==> config.mk <==
export PLATFORM = sky130hd
export DESIGN_NAME = data_mem_ctrl_flat
export DESIGN_NICKNAME = d
export VERILOG_FILES = /design/src/rtl/data_mem_ctrl_if.sv /design/src/rtl/data_mem_ctrl.sv /design/src/flat_wrapper.sv
export SDC_FILE = /design/constraint.sdc
export NUM_CORES = 1
export LEC_CHECK = 0
export CAP_MARGIN = 20
export CORE_AREA = 2 2 232 234
export DETAILED_ROUTE_END_ITERATION = 8
export DIE_AREA = 0 0 234 236
export PLACE_DENSITY_LB_ADDON = 0.05
export SETUP_SLACK_MARGIN = 0.15
export SYNTH_ARGS = -nofsm -noshare
export SYNTH_HDL_FRONTEND = slang
export SYNTH_SLANG_ARGS = --single-unit
==> constraint.sdc <==
create_clock -name clk -period 3.3 [get_ports clk]
set_input_delay 0.825 -clock clk [delete_from_list [all_inputs] [get_ports clk]]
set_output_delay 0.825 -clock clk [all_outputs]
set_load 0.01 [all_outputs]
==> src/rtl/data_mem_ctrl_if.sv <==
// Load/store bus between the core memory stage and data_mem_ctrl.
// The core drives the request side (master); the controller answers (slave).
interface data_mem_ctrl_if #(
    parameter int DATA_W = 16,
    parameter int ADDR_W = 16
);
    logic                  req;
    logic                  we;
    logic [ADDR_W-1:0]     addr;
    logic [DATA_W-1:0]     wdata;
    logic [DATA_W/8-1:0]   be;
    logic                  ready;
    logic                  rvalid;
    logic [DATA_W-1:0]     rdata;
    logic                  err;

    modport master (
        output req, we, addr, wdata, be,
        input  ready, rvalid, rdata, err
    );

    modport slave (
        input  req, we, addr, wdata, be,
        output ready, rvalid, rdata, err
    );
endinterface

==> src/rtl/data_mem_ctrl.sv <==
// data_mem_ctrl: single-port data memory with byte enables, configurable read
// latency, req/ready/rvalid handshake and out-of-range detection.
// Optional feature macro: DATA_MEM_PARITY_EN (per-byte even parity storage/check).
module data_mem_ctrl #(
    parameter int DATA_W   = 16,
    parameter int DEPTH    = 32,
    parameter int ADDR_W   = 16,
    parameter int READ_LAT = 1
) (
    input  logic             clk,
    input  logic             rst_n,
    data_mem_ctrl_if.slave   bus
);
    localparam int NB    = DATA_W / 8;
    localparam int IDX_W = (DEPTH > 1) ? $clog2(DEPTH) : 1;
    localparam int CNT_W = 2;

    localparam logic [0:0] IDLE    = 1'b0;
    localparam logic [0:0] RD_WAIT = 1'b1;

    // Range limit widened by one bit so DEPTH == 2**ADDR_W still compares correctly.
    localparam logic [ADDR_W:0]    DEPTH_A  = (ADDR_W + 1)'(DEPTH);
    localparam logic [CNT_W-1:0]   CNT_LOAD = CNT_W'(READ_LAT - 1);
    localparam logic [CNT_W-1:0]   CNT_ONE  = CNT_W'(1);

    logic [DATA_W-1:0] mem [DEPTH];

    logic [0:0]        state;
    logic [CNT_W-1:0]  cnt;
    logic [IDX_W-1:0]  idx_q;
    logic              oor_q;
    logic              rvalid_q;
    logic              err_q;
    logic [DATA_W-1:0] rdata_q;

    logic              ready;
    logic [IDX_W-1:0]  idx;
    logic              oor;
    logic              acc_wr;
    logic              acc_rd;
    logic              complete;
    logic [IDX_W-1:0]  rd_idx;
    logic              rd_oor;
    logic [DATA_W-1:0] rd_word;
    logic              par_err;

    assign bus.ready  = ready;
    assign bus.rvalid = rvalid_q;
    assign bus.rdata  = rdata_q;
    assign bus.err    = err_q;

    // Decode the incoming request and pick the address of the read being completed.
    always_comb begin
        ready    = (state == IDLE);
        idx      = bus.addr[IDX_W-1:0];
        oor      = ({1'b0, bus.addr} >= DEPTH_A);
        acc_wr   = bus.req && ready && bus.we;
        acc_rd   = bus.req && ready && !bus.we;
        // READ_LAT == 1 completes on the accept edge itself, so it never waits.
        complete = (READ_LAT == 1) ? acc_rd : ((state == RD_WAIT) && (cnt == CNT_ONE));
        rd_idx   = (state == RD_WAIT) ? idx_q : idx;
        rd_oor   = (state == RD_WAIT) ? oor_q : oor;
        rd_word  = mem[rd_idx];
    end

    // Byte-masked array write; out-of-range writes leave the array untouched.
    always_ff @(posedge clk) begin
        for (int i = 0; i < NB; i++) begin
            if (acc_wr && !oor && bus.be[i]) begin
                mem[idx][8*i +: 8] <= bus.wdata[8*i +: 8];
            end
        end
    end

`ifdef DATA_MEM_PARITY_EN
    logic [NB-1:0] par_mem [DEPTH];

    // Store one even-parity bit per enabled byte alongside the data.
    always_ff @(posedge clk) begin
        for (int i = 0; i < NB; i++) begin
            if (acc_wr && !oor && bus.be[i]) begin
                par_mem[idx][i] <= ^bus.wdata[8*i +: 8];
            end
        end
    end

    // A byte plus its parity bit must hold an even number of ones.
    always_comb begin
        par_err = 1'b0;
        for (int i = 0; i < NB; i++) begin
            if (^{rd_word[8*i +: 8], par_mem[rd_idx][i]}) begin
                par_err = 1'b1;
            end
        end
    end
`else
    assign par_err = 1'b0;
`endif

    // Handshake FSM, latency counter and registered read response.
    always_ff @(posedge clk or negedge rst_n) begin
        if (!rst_n) begin
            state    <= IDLE;
            cnt      <= '0;
            idx_q    <= '0;
            oor_q    <= 1'b0;
            rvalid_q <= 1'b0;
            err_q    <= 1'b0;
            rdata_q  <= '0;
        end else begin
            rvalid_q <= complete;
            err_q    <= (acc_wr && oor) || (complete && (rd_oor || par_err));
            if (complete) begin
                rdata_q <= rd_oor ? '0 : rd_word;
            end
            case (state)
                IDLE: begin
                    if (acc_rd && (READ_LAT > 1)) begin
                        state <= RD_WAIT;
                        cnt   <= CNT_LOAD;
                        idx_q <= idx;
                        oor_q <= oor;
                    end
                end
                RD_WAIT: begin
                    if (cnt == CNT_ONE) begin
                        state <= IDLE;
                        cnt   <= '0;
                    end else begin
                        cnt <= cnt - 1'b1;
                    end
                end
                default: state <= IDLE;
            endcase
        end
    end
endmodule

==> src/flat_wrapper.sv <==
// flat-port wrapper written by rule: the top's interface ports become plain ports
module data_mem_ctrl_flat 
#(
    parameter int DATA_W   = 16,
    parameter int DEPTH    = 32,
    parameter int ADDR_W   = 16,
    parameter int READ_LAT = 1
)
  (clk, rst_n, bus_req, bus_we, bus_addr, bus_wdata, bus_be, bus_ready, bus_rvalid, bus_rdata, bus_err);
  data_mem_ctrl_if #(.DATA_W(DATA_W), .ADDR_W(ADDR_W)) bus_i ();
  input  logic clk;
  input  logic rst_n;
  input wire logic [$bits(bus_i.req)-1:0] bus_req;
  input wire logic [$bits(bus_i.we)-1:0] bus_we;
  input wire logic [$bits(bus_i.addr)-1:0] bus_addr;
  input wire logic [$bits(bus_i.wdata)-1:0] bus_wdata;
  input wire logic [$bits(bus_i.be)-1:0] bus_be;
  output wire logic [$bits(bus_i.ready)-1:0] bus_ready;
  output wire logic [$bits(bus_i.rvalid)-1:0] bus_rvalid;
  output wire logic [$bits(bus_i.rdata)-1:0] bus_rdata;
  output wire logic [$bits(bus_i.err)-1:0] bus_err;
  assign bus_i.req = bus_req;
  assign bus_i.we = bus_we;
  assign bus_i.addr = bus_addr;
  assign bus_i.wdata = bus_wdata;
  assign bus_i.be = bus_be;
  assign bus_ready = bus_i.ready;
  assign bus_rvalid = bus_i.rvalid;
  assign bus_rdata = bus_i.rdata;
  assign bus_err = bus_i.err;
  data_mem_ctrl #(.DATA_W(DATA_W), .DEPTH(DEPTH), .ADDR_W(ADDR_W), .READ_LAT(READ_LAT)) u_core (.clk(clk), .rst_n(rst_n), .bus(bus_i));
endmodule
# Yosys cells after proc, flatten, opt, wreduce, memory -nomap -nowiden
# Memories as Yosys holds them, arrays and structs flattened.
# Index checks and enable logic that the tools add are counted.
dict set report op_classes {
  n_addsub 1
  n_lt_le_gt_ge 1
  eq_ne 1
  muxes 10
  bitwise 1
  n_reduce_logical 11
}
# cell n
set op_table {}
lappend op_table {{>= comparator 16 x 6 -> 1 bit (second input constant)} 1}
lappend op_table {{two-way mux 16 bit} 1}
lappend op_table {{logical AND 1 bit} 8}
lappend op_table {{two-way mux 1 bit} 7}
lappend op_table {{two-way mux 5 bit} 1}
lappend op_table {{== test 2 x 1 -> 1 bit (second input constant)} 1}
lappend op_table {{logical NOT 1 bit} 2}
lappend op_table {{two-way mux 2 bit} 1}
lappend op_table {{subtractor 2 x 1 -> 2 bit (second input constant)} 1}
lappend op_table {{logical OR 1 bit} 1}
lappend op_table {{inverter 1 bit} 1}
dict set report totals {
  reg_bits 21
  ramBits 512
  input_bits 38
  wordCells 31
  memories 1
}
# memory words word_bits read_ports rd_clocked_by_memory_dff wr line
set mem_list {}
lappend mem_list {u_core.mem 32 16 1 0 1 data_mem_ctrl.sv:26} ;# logic [DATA_W-1:0] mem [DEPTH];

# Depth between registers and ports, before layout
dict set report depth {
  ltp_word 7
  mapped_depth 8
  mapped_depth_nobuf 6
}

# Worst setup path after synthesis
# OpenSTA, ideal clock, no wires.
dict set report synth_path {
  path_type {input -> register}
  from {input port bus_addr[0]}
  to {memory u_core.mem[10][10], enable pin}
  t_arrival_ps 2257
  path_slack_ps 673
  stages 6
  cell_sequence {buf_4 > buf_4 > buf_2 > and4b_1 > nand3_1 > nor2_1}
}
dict set report synth_between {
  elab_chain_cells 6
}
# item line
set synth_rtl {}
lappend synth_rtl {{from (decl)} flat_wrapper.sv:15} ;# input wire logic [$bits(bus_i.addr)-1:0] bus_addr;
lappend synth_rtl {{>= comparator 16 x 6 -> 1 bit} data_mem_ctrl.sv:56} ;# oor = ({1'b0, bus.addr} >= DEPTH_A);
lappend synth_rtl {{logical NOT 1 bit} data_mem_ctrl.sv:69} ;# if (acc_wr && !oor && bus.be[i]) begin
lappend synth_rtl {{logical AND 1 bit (2 in a row)} data_mem_ctrl.sv:69}
lappend synth_rtl {{two-way mux 1 bit} data_mem_ctrl.sv:69}
lappend synth_rtl {{two-way mux 1 bit (implied by the code)} data_mem_ctrl.sv:70} ;# mem[idx][8*i +: 8] <= bus.wdata[8*i +: 8];
lappend synth_rtl {{to (decl)} data_mem_ctrl.sv:26}
# Parallel ways exist; a longest one is shown, timed or not.

# Final worst setup path
dict set report layout_path {
  from {input port bus_addr[2]}
  to {register u_core.rdata_q[14] (netlist: u_core.bus.rdata[14])}
}
dict set report layout_between {
  elab_chain_cells 3
  word_cells_on_any_way 5
}
# item line
set layout_rtl {}
lappend layout_rtl {{>= comparator 16 x 6 -> 1 bit or two-way mux 5 bit (tied branches)} {data_mem_ctrl.sv:56, data_mem_ctrl.sv:61}}
lappend layout_rtl {{two-way mux 1 bit or memory (32 x 16 bit) (tied branches)} -}
lappend layout_rtl {{two-way mux 16 bit (*)} data_mem_ctrl.sv:114} ;# rdata_q <= rd_oor ? '0 : rd_word;
lappend layout_rtl {{to (signal assigned)} data_mem_ctrl.sv:114}
lappend layout_rtl {{to (decl)} data_mem_ctrl.sv:34} ;# logic [DATA_W-1:0] rdata_q;
# Every way passes the cells marked *; elsewhere a longest branch is shown, timed or not.
# A chain may end at the register's enable or synchronous reset.

==> key figures <==
GRT
  – Total grt overflow: 0
  – Largest net degree at the start of global routing: 45
  – Initial antenna violation count: 0
  – Via count of the first global-routing pass: 11100
  – All-layer global routing usage: 20.5%
  – Wire length of the first global-routing pass: 80400 um

Power and ir drop
  – Sw Share: 21.2%
  – Proportion of power drawn by the clock network: 44.1%
  – Int Pwr: approximately 11 mW
  – Part of the total power dissipated in sequential elements: 51.5%
  – Leakage power of the design: 8.51 nW
  – Total power density per cell area: 573 mW/mm2
  – Largest vdd supply drop: 0.372 mV
  – Net switching component of the power: 3.05 mW
  – Combinational power share: 4.5%

Floorplanning
  – Effective utilization at floorplan: 39.2%
  – Standard cell core area: 0.0531 mm2
  – Die Outline Area: 0.0552 mm2
  – Top Ports: 57
  – Die Span Y: around 240 um
  – Row count: 85
  – Horizontal die dimension: 234 um

STA
  – Final number of setup-violating endpoints: 0
  – Hold violation total from the final report: 0
  – Pins Over Slew Limit: 0
  – Measured slew at the worst slew-check pin: 0.950 ns
  – Fraction of the cycle the final worst path needs: 78.0%
  – Clock skew: 0.0228 ns
  – Worst slew margin: 36.1%
  – Max Fclk: 389 MHz
  – Unrepaired setup endpoints after global routing: false
  – Summed negative setup slack over all endpoints: 0 ns
  – Final min period: 2.57 ns

Route
  – DRC violations left: 0
  – Routed via count: around 11000
  – Routed wire per std cell: 27.4 um
  – Final wirelength: 55600 um
  – Antenna violation net count after detailed routing: 0
  – First-pass DRT Iterations: 5
  – Vias per std cell: 5.29
  – Initial detailed-routing violation count: 773

Logic synthesis
  – Cells after synthesis: 1054
  – Number of synthesized flops with an enable pin: 512
  – Mapped Avg Cell Area: 19.7 um2
  – Net Count, Synth: approximately 1100
  – Portion of the post-synthesis area used by sequential elements: around three quarters
  – Dominant register cell in the synthesized netlist: sky130_fd_sc_hd__edfxtp_1
  – Dominant cell type by area after synthesis: sky130_fd_sc_hd__edfxtp_1
  – Area fraction of the dominant cell type after synthesis: about three quarters
  – Mapped cell area: 0.0208 mm2
  – Count of state elements after synthesis: 533
  – Number of unique standard cell types used by synthesis: 59
  – Warnings, synthesis: 6
  – Area contributors post-synth: sky130_fd_sc_hd__edfxtp_1, sky130_fd_sc_hd__mux4_2, sky130_fd_sc_hd__mux2i_1
  – Async set or reset register ratio after synthesis: 3.94%

Setup path
  – Class of the most critical setup path: input port to flip-flop
  – Required time reported for the critical path endpoint: approximately 3.8 ns
  – Sort of element at the end of the critical path: flip-flop
  – Peak fanout along the critical path: 14
  – Data arrival time of the critical path: slightly above 3 ns
  – CP Launch Type: input port

Cells and area
  – Number of nets at the end of the flow: 1327
  – Final Instance Count excl. Fillers: 2032
  – Fill cells: between 4000 and 5000
  – Layout Area Growth over Synthesis: 20.8%
  – Layout cell share with drive strength beyond 1: between 20% and 30%
  – Most common cell after layout, fill and taps aside: sky130_fd_sc_hd__edfxtp_1
  – Antenna diode count: 0
  – Highest-count cells in the layout ignoring fill and taps: sky130_fd_sc_hd__edfxtp_1, sky130_fd_sc_hd__buf_4, sky130_fd_sc_hd__mux2i_1

Status
  – Status: complete, no violations

Place
  – Detailed placer's ending HPWL: between 30000 and 40000 um
  – Quantity of I/O buffers inserted on ports: 56
  – RD Place Congestion: 0.795
  – # placed instances: 1925

Worst hold path
  – Worst min path class: flip-flop to flip-flop

Clock tree
  – Cells resized by post-CTS repair: 0
  – Clock tree root driver cell: sky130_fd_sc_hd__clkbuf_16
  – Clock tree from TritonCTS: done
  – Buffer levels on the longest clock path: 3
  – Clock sink count: approximately 530
  – Hold Buf Count CTS: 0
  – H-Tree Level Count: 2
  – Clock Latency Late Sink: 0.62 ns
  – Count of buffers added by post-CTS timing repair for setup: 0
  – CTS clock-pin slew for the worst setup and hold paths: 0.06 ns
  – Clock buffers created by TritonCTS: 57

Run
  – Max Cap Viol: 0
==> final timing paths <==
| check | from | slack [ns] | cells past startpoint | end |
|---|---|---|---|---|
| setup / recovery | bus_addr[2] | 0.73 | 9 | u_core.bus.rdata[14] |
| hold / removal | u_core.cnt[1] | 0.53 | 2 | u_core.cnt[1] |
| setup reg to reg | u_core.state | 1.37 | 6 | u_core.mem[22][1] |
| hold reg to reg | u_core.cnt[1] | 0.53 | 2 | u_core.cnt[1] |
| max in group asynchronous | rst_n | 2.33 | 2 | u_core.bus.rdata[7] |
| min in group asynchronous | rst_n | 0.63 | 2 | u_core.bus.err |
==> synth_stat cells (3+ instances only) <==
master and number:
sky130_fd_sc_hd__o22a_1 7, sky130_fd_sc_hd__edfxtp_1 512, sky130_fd_sc_hd__buf_2 17, sky130_fd_sc_hd__nor4_1 5, sky130_fd_sc_hd__clkbuf_1 8, sky130_fd_sc_hd__nor2_1 71
sky130_fd_sc_hd__mux2i_1 97, sky130_fd_sc_hd__and4b_1 4, sky130_fd_sc_hd__o21ai_0 13, sky130_fd_sc_hd__nor4b_2 3, sky130_fd_sc_hd__nand4_1 7, sky130_fd_sc_hd__a21oi_1 3
sky130_fd_sc_hd__buf_6 15, sky130_fd_sc_hd__nor2b_1 5, sky130_fd_sc_hd__nand2_1 21, sky130_fd_sc_hd__o22ai_1 24, sky130_fd_sc_hd__buf_4 17, sky130_fd_sc_hd__nand3b_1 4
sky130_fd_sc_hd__mux2_2 20, sky130_fd_sc_hd__a22o_1 6, sky130_fd_sc_hd__o31ai_1 11, sky130_fd_sc_hd__mux4_2 69, sky130_fd_sc_hd__dfrtp_1 21, sky130_fd_sc_hd__o221ai_1 3
sky130_fd_sc_hd__nand4b_1 5, sky130_fd_sc_hd__a22oi_1 40, sky130_fd_sc_hd__nand3_1 7
==> kinds of logic (layout without fill, tap and decap cells) <==
group / after synthesis / in the layout / share of synthesized area (%)
DFF: 533 / 533 / 76.5
adders and majority gates: 1 / 1 / 0.0602
AOI/OAI and AO/OA: 120 / 120 / 4.22
and+or+nand+nor: 151 / 151 / 3.92
muxes: 187 / 187 / 13.3
buffers and inverters: 62 / 344 / 2.07
==> per-stage QoR <==
step	instance area (um2)	utilization, %	total power [mW]	setup slack [ns]	hold WS [ns]
finish	25100	47.4	14.4	0.726	0.525
global route	25100	47.4	14.8	0.681	0.559
global placement	23300	43.8	8.21	0.108	0.513
floorplan	20800	-	7.87	0.673	0.491
detailed placement	23300	43.8	8.21	0.0668	0.519
CTS	25100	47.4	14.6	0.727	0.529
==> cell type report <==
class                      count  area, um2  area share, %
sequential                   533      15900           63.3
clock inverter                22        229          0.911
clock buffer                  85       1640           6.53
multi-input combinational    459       4470           17.8
timing repair buffer         234       2010           8.01
tap                          696        871           3.47
inverter                       3       11.3         0.0448
==> routing by layer <==
| layer | vias to the layer above | global-route usage, % | routed length, um |
|---|---|---|---|
| li1 | 4822 | - | - |
| met1 | 5619 | 28.1 | 24600 |
| met2 | 228 | 33.4 | 27200 |
| met3 | 90 | 3.08 | 2070 |
| met4 | 0 | 6.89 | 1790 |
| met5 | - | 0 | 0 |
==> power by group through the flow <==
| stage | clock network, mW | registers (mW) | logic [mW] |
|---|---|---|---|
| 6_report | 6.35 | 7.41 | 0.646 |
| 5_1_grt | 6.75 | 7.41 | 0.689 |
| 4_1_cts | 6.49 | 7.41 | 0.660 |
| 3_5_place_dp | 0 | 7.55 | 0.659 |
| 3_3_place_gp | 0 | 7.55 | 0.659 |
| 2_1_floorplan | 0 | 7.56 | 0.312 |
==> critical path: stages <==
cell and delay (ns):
sky130_fd_sc_hd__clkdlybuf4s50_1 0.62, sky130_fd_sc_hd__buf_4 0.21, sky130_fd_sc_hd__buf_4 0.19, sky130_fd_sc_hd__nand3b_1 0.17, sky130_fd_sc_hd__buf_4 0.23, sky130_fd_sc_hd__nor3b_1 0.09
sky130_fd_sc_hd__nor4_1 0.35, sky130_fd_sc_hd__o2111ai_1 0.17, sky130_fd_sc_hd__a22o_1 0.22
==> registers in the layout, indices dropped and copies added, names as in the netlist <==
signal / flops
u_core.bus.rvalid: 1
u_core.bus.rdata: 16
u_core.mem: 512
u_core.bus.err: 1
u_core.state: 1
u_core.cnt: 2
No activity file was read; power rests on OpenSTA's default activity.
